===== config.mk =====
export PLATFORM = sky130hd
export DESIGN_NAME = cache_arbiter
export DESIGN_NICKNAME = d
export VERILOG_FILES = /design/src/rtl/cache_arbiter_pkg.sv /design/src/rtl/cache_arbiter.sv
export SDC_FILE = /design/constraint.sdc
export NUM_CORES = 1
export LEC_CHECK = 0
export ABC_AREA = 1
export ABC_CLOCK_PERIOD_IN_PS = 6600
export BUFFER_PORTS_ARGS = -buffer_cell sky130_fd_sc_hd__buf_2
export CELL_PAD_IN_SITES_DETAIL_PLACEMENT = 1
export CELL_PAD_IN_SITES_GLOBAL_PLACEMENT = 2
export CORE_AREA = 2 2 276 278
export CTS_CLUSTER_SIZE = 40
export DETAILED_ROUTE_END_ITERATION = 12
export DIE_AREA = 0 0 278 280
export PLACE_DENSITY_LB_ADDON = 0.1
export SLEW_MARGIN = 10
export SYNTH_ARGS = -nofsm -noshare
export SYNTH_HDL_FRONTEND = slang
export SYNTH_SLANG_ARGS = --single-unit

===== constraint.sdc =====
create_clock -name clk -period 6.6 [get_ports clk]
set_input_delay 0.66 -clock clk [delete_from_list [all_inputs] [get_ports clk]]
set_output_delay 0.66 -clock clk [all_outputs]
set_load 0.1 [all_outputs]

===== src/rtl/cache_arbiter_pkg.sv =====
// cache_arbiter_pkg: shared line/word types and arbiter state encoding
// Provides lc3b_c_line (128-bit cache line), lc3b_word (16-bit address)
// and lc3b_arb_state (the arbiter FSM states).
package cache_arbiter_pkg;
  typedef logic [127:0] lc3b_c_line;
  typedef logic [15:0] lc3b_word;
  typedef enum logic [1:0] {arb_idle, arb_grant_i, arb_grant_d, arb_done} lc3b_arb_state;
  localparam int ARB_LINE_WIDTH = 128;
  localparam int ARB_MAX_D_STREAK = 4;
endpackage


===== src/rtl/cache_arbiter.sv =====
// cache_arbiter: shares the pmem line port between I-cache (A) and D-cache (B) miss paths
// Ports:
//   clk, reset (async, active-high)
//   icache_read/addr in, icache_rdata/resp out      : I-cache line fills
//   dcache_read/write/addr/wdata in, rdata/resp out : D-cache fills and writebacks
//   pmem_read/write/addr/wdata out, pmem_rdata/resp in : physical memory line port
// D requests win unless an I fill has waited through MAX_D_STREAK consecutive D grants.
module cache_arbiter
  import cache_arbiter_pkg::*;
#(
  parameter int LINE_WIDTH = ARB_LINE_WIDTH,
  parameter int MAX_D_STREAK = ARB_MAX_D_STREAK
) (
  input  logic                  clk,
  input  logic                  reset,
  input  logic                  icache_read,
  input  lc3b_word              icache_addr,
  output logic [LINE_WIDTH-1:0] icache_rdata,
  output logic                  icache_resp,
  input  logic                  dcache_read,
  input  logic                  dcache_write,
  input  lc3b_word              dcache_addr,
  input  logic [LINE_WIDTH-1:0] dcache_wdata,
  output logic [LINE_WIDTH-1:0] dcache_rdata,
  output logic                  dcache_resp,
  output logic                  pmem_read,
  output logic                  pmem_write,
  output lc3b_word              pmem_addr,
  output logic [LINE_WIDTH-1:0] pmem_wdata,
  input  logic [LINE_WIDTH-1:0] pmem_rdata,
  input  logic                  pmem_resp
);
  localparam int STREAK_W = $clog2(MAX_D_STREAK + 1);
  localparam logic [STREAK_W-1:0] STREAK_MAX = STREAK_W'(MAX_D_STREAK);
  lc3b_arb_state state_q, state_d;
  logic [STREAK_W-1:0] streak_q, streak_d;
  lc3b_word addr_q, addr_d;
  logic [LINE_WIDTH-1:0] wdata_q, wdata_d;
  logic write_q, write_d;
  logic d_req, d_wins;
  assign d_req = dcache_read | dcache_write;
  // I only overtakes a pending D request once the D streak has saturated.
  assign d_wins = d_req & (~icache_read | (streak_q < STREAK_MAX));
  always_comb begin
    state_d = state_q;
    streak_d = streak_q;
    addr_d = addr_q;
    wdata_d = wdata_q;
    write_d = write_q;
    unique case (state_q)
      arb_idle:
        if (d_wins) begin
          state_d = arb_grant_d;
          addr_d = dcache_addr;
          wdata_d = dcache_wdata;
          write_d = dcache_write;
          streak_d = !icache_read ? '0 : (streak_q == STREAK_MAX) ? streak_q : streak_q + STREAK_W'(1);
        end else if (icache_read) begin
          state_d = arb_grant_i;
          addr_d = icache_addr;
          streak_d = '0;
        end
      arb_grant_i, arb_grant_d: state_d = pmem_resp ? arb_done : state_q;
      arb_done: state_d = arb_idle;
    endcase
  end
  always_ff @(posedge clk or posedge reset) begin
    if (reset) begin
      state_q <= arb_idle;
      streak_q <= '0;
      addr_q <= '0;
      wdata_q <= '0;
      write_q <= 1'b0;
    end else begin
      state_q <= state_d;
      streak_q <= streak_d;
      addr_q <= addr_d;
      wdata_q <= wdata_d;
      write_q <= write_d;
    end
  end
  assign pmem_read = (state_q == arb_grant_i) | ((state_q == arb_grant_d) & ~write_q);
  assign pmem_write = (state_q == arb_grant_d) & write_q;
  assign pmem_addr = addr_q;
  assign pmem_wdata = wdata_q;
  assign icache_resp = pmem_resp & (state_q == arb_grant_i);
  assign dcache_resp = pmem_resp & (state_q == arb_grant_d);
  assign icache_rdata = icache_resp ? pmem_rdata : '0;
  assign dcache_rdata = dcache_resp ? pmem_rdata : '0;
`ifndef SYNTHESIS
  a_resp_onehot: assert property (@(posedge clk) disable iff (reset) !(icache_resp && dcache_resp));
  a_no_rw_strobe: assert property (@(posedge clk) disable iff (reset) !(pmem_read && pmem_write));
  a_strobe_stable: assert property (@(posedge clk) disable iff (reset)
    ((state_q inside {arb_grant_i, arb_grant_d}) && ($past(state_q) == state_q)) |-> $stable({pmem_read, pmem_write}));
  a_d_req_legal: assert property (@(posedge clk) disable iff (reset) !(dcache_read && dcache_write));
`endif
endmodule


==> summary.txt <==
Die
  – Number of I/O pins: 698
  – Die area: 77,800 um2
  – Cell Rows: 101
  – Core area: 75,200 um2
  – Die H: 280 um
  – Die Wd: 278 um
  – Initial Utilization: 10.9%

Detailed routing
  – First-pass DRT Iterations: 4
  – DRC viols: 0
  – Final wirelength: ~57,000 um
  – DR top layer: met5
  – WL met3: 4900 um
  – 1st-iter DRT viols: about 360
  – Met1 wire length: 20,600 um
  – DR WL/cell: between 20 and 25 um
  – Routed Antenna Nets: 0
  – Routed vias: 9,379
  – Vias per cell: 3.35
  – Met2 WL: 29,700 um

Timing
  – TNS Setup: 0 ns
  – # setup viols final: 0
  – Fmax: 268 MHz
  – Tmin final: 3.72 ns
  – RSZ-0062 raised after global routing: no
  – Worst-margin pin slew: 1.08 ns
  – Crit share post-route: 56.4%
  – Fin. Hold Viols: 0
  – Slew Viols, Final: 0
  – Worst Clk Skew: 0.0123 ns
  – Worst slew margin: 28.2%

Layout
  – Area Growth Syn to Fin: 61.1%
  – Filler instances: 9,321
  – Commonest non-fill, non-tap cell in the layout: buf_2
  – Final #Nets: 2,095
  – Commonest non-fill, non-tap cells in the layout: buf_2, inv_1, nor2_1
  – Share of cells above drive strength 1: 44.6%
  – Cell Count, Final, Fillers Out: 2,799
  – Seq. cell area: between 3000 and 4000 um2
  – Multi-input logic area: between 3000 and 4000 um2

Synth
  – Post-synthesis compound-gate area fraction: 11.6%
  – FF+latch count, synth: 150
  – Post-synthesis cell count: 1,135
  – Post-Synth Adder-Cell Area: 0.916%
  – Ys Warns: 0
  – Cell Area, Synth: about 8200 um2
  – Mean Syn Cell Area: a little over 7 um2
  – Syn nets: 1,435
  – Simple-Gate Fraction of Synth Area: 24.0%
  – Synth cell types: 19
  – Xor/xnor share of the synthesized area: 0%
  – Mux contribution to synthesized area: 0%
  – Sequential share of the synthesized area: 45.8%
  – Largest family of logic cells by synthesized area: simple AND/OR/NAND/NOR gates

Worst setup path
  – CP Launch Point: state_q[0]
  – Critical Path AT: roughly 3.1 ns
  – Worst setup SP type: register
  – Critical path fanouts, max: around 70
  – WP data required: 5.94 ns
  – Critical path endpoint category: output port
  – WS Path Type: reg2out
  – Worst r2r src: state_q[1]

Clocking
  – TritonCTS clock tree: done
  – Clock H-tree levels: 4
  – Root Driver: clkbuf_16
  – Clk Latency, worst-skew pair: 0.48 ns
  – CTS max path bufs: 2
  – Number of CTS-inserted buffers: 17
  – Clock sinks: 150
  – Cts repair resizes: 0
  – Post-CTS setup buffer count: 0
  – Cts hold-fix bufs: 0
  – Worst-path clk slew: 0.07 ns

Run
  – Max_cap viols: 0

Global routing
  – Total GRT Usage: approximately 14%
  – Antenna violations before repair: 35
  – Vias in the first global route: 9,695
  – First-pass GRT wire length: between 70,000 and 80,000 um
  – Largest net degree at the start of global routing: 107
  – Grt total ovfl: 0

Min path
  – Hold Crit Class: in2async

Placed design
  – Dpl cells: roughly 2,800
  – DP HPWL: 47,600 um
  – Final RePlAce weighted congestion: between 0.8 and 0.9
  – IO Port Bufs: 697

Run status
  – Status: finished, final reports clean
==> worst paths after layout <==
| check | to | slack (ns) | cells past startpoint |
|---|---|---|---|
| min reg2reg | pmem_wdata[67] | 0.48 | 2 |
| max reg2reg | pmem_wdata[58] | 3.92 | 7 |
| min | pmem_wdata[52] | 0.29 | 2 |
| max | dcache_rdata[42] | 2.88 | 6 |
| max in group asynchronous | pmem_addr[0] | 5.13 | 3 |
| min in group clk | pmem_wdata[55] | 0.42 | 3 |
==> layer usage <==
layer / global-route usage (%) / vias to the layer above
li1: - / 4589
met1: 14.3 / 4312
met2: 26.2 / 353
met3: 6.30 / 87
met4: 4.77 / 38
met5: 0 / -
==> cell usage after synthesis <==
| master | n | area share [%] |
|---|---|---|
| buf_2 | 19 | 1.2 |
| o21ai_1 | 8 | 0.49 |
| buf_6 | 22 | 3.0 |
| nand3_1 | 19 | 1.2 |
| inv_1 | 270 | 12 |
| clkbuf_1 | 18 | 0.82 |
| a21boi_4 | 1 | 0.23 |
| dfrtp_1 | 150 | 46 |
| o21bai_1 | 1 | 0.092 |
| o21ai_2 | 64 | 6.8 |
| nand3_4 | 1 | 0.21 |
| nand2_1 | 229 | 10 |
| buf_4 | 3 | 0.27 |
| o21ai_4 | 1 | 0.20 |
| nor2_1 | 258 | 12 |
| ha_1 | 6 | 0.92 |
| inv_2 | 2 | 0.092 |
| o21ai_0 | 61 | 3.7 |
| nand2_4 | 2 | 0.27 |
==> layout make-up <==
type,count,share of cell area [%]
Antenna cell,13,0.246
Clock buffer,21,3.49
Clock inverter,11,1.12
Inverter,272,7.77
Multi-Input combinational cell,651,22.7
Sequential cell,150,28.4
Tap cell,978,9.27
Timing Repair Buffer,703,26.9
==> metrics by stage <==
step	utilization (%)	instance area [um2]	hold slack, ns	setup slack (ns)
floorplan	-	8190	0.474	1.90
global placement	16.7	12600	0.458	3.30
detailed placement	16.7	12600	0.463	3.26
CTS	17.5	13200	0.313	2.77
global route	17.5	13200	0.334	2.58
finish	17.6	13200	0.293	2.88
==> worst max-delay path: stages (launching register included) <==
cell and delay (ns):
dfrtp_1 0.37, inv_1 0.09, ha_1 0.26, nand2_4 0.53, buf_4 0.74, nor2_1 0.12
buf_2 0.34
==> cells by family (layout without fill, tap and decap cells) <==
| family | Yosys count | in the layout |
|---|---|---|
| compound gates | 136 | 136 |
| simple gates | 509 | 509 |
| fa+ha+maj | 6 | 6 |
| buf+inv | 334 | 1007 |
| other cells | 0 | 13 |
| flops | 150 | 150 |
==> registers in the layout (all words and copies together) (netlist names) <==
register and flops:
pmem_wdata 128, pmem_addr 16, write_q 1, streak_q 3, state_q 2
Power is left out: the tool's default activity adds up to more than one toggle a clock period on the data nets, which glitch-free logic cannot reach.
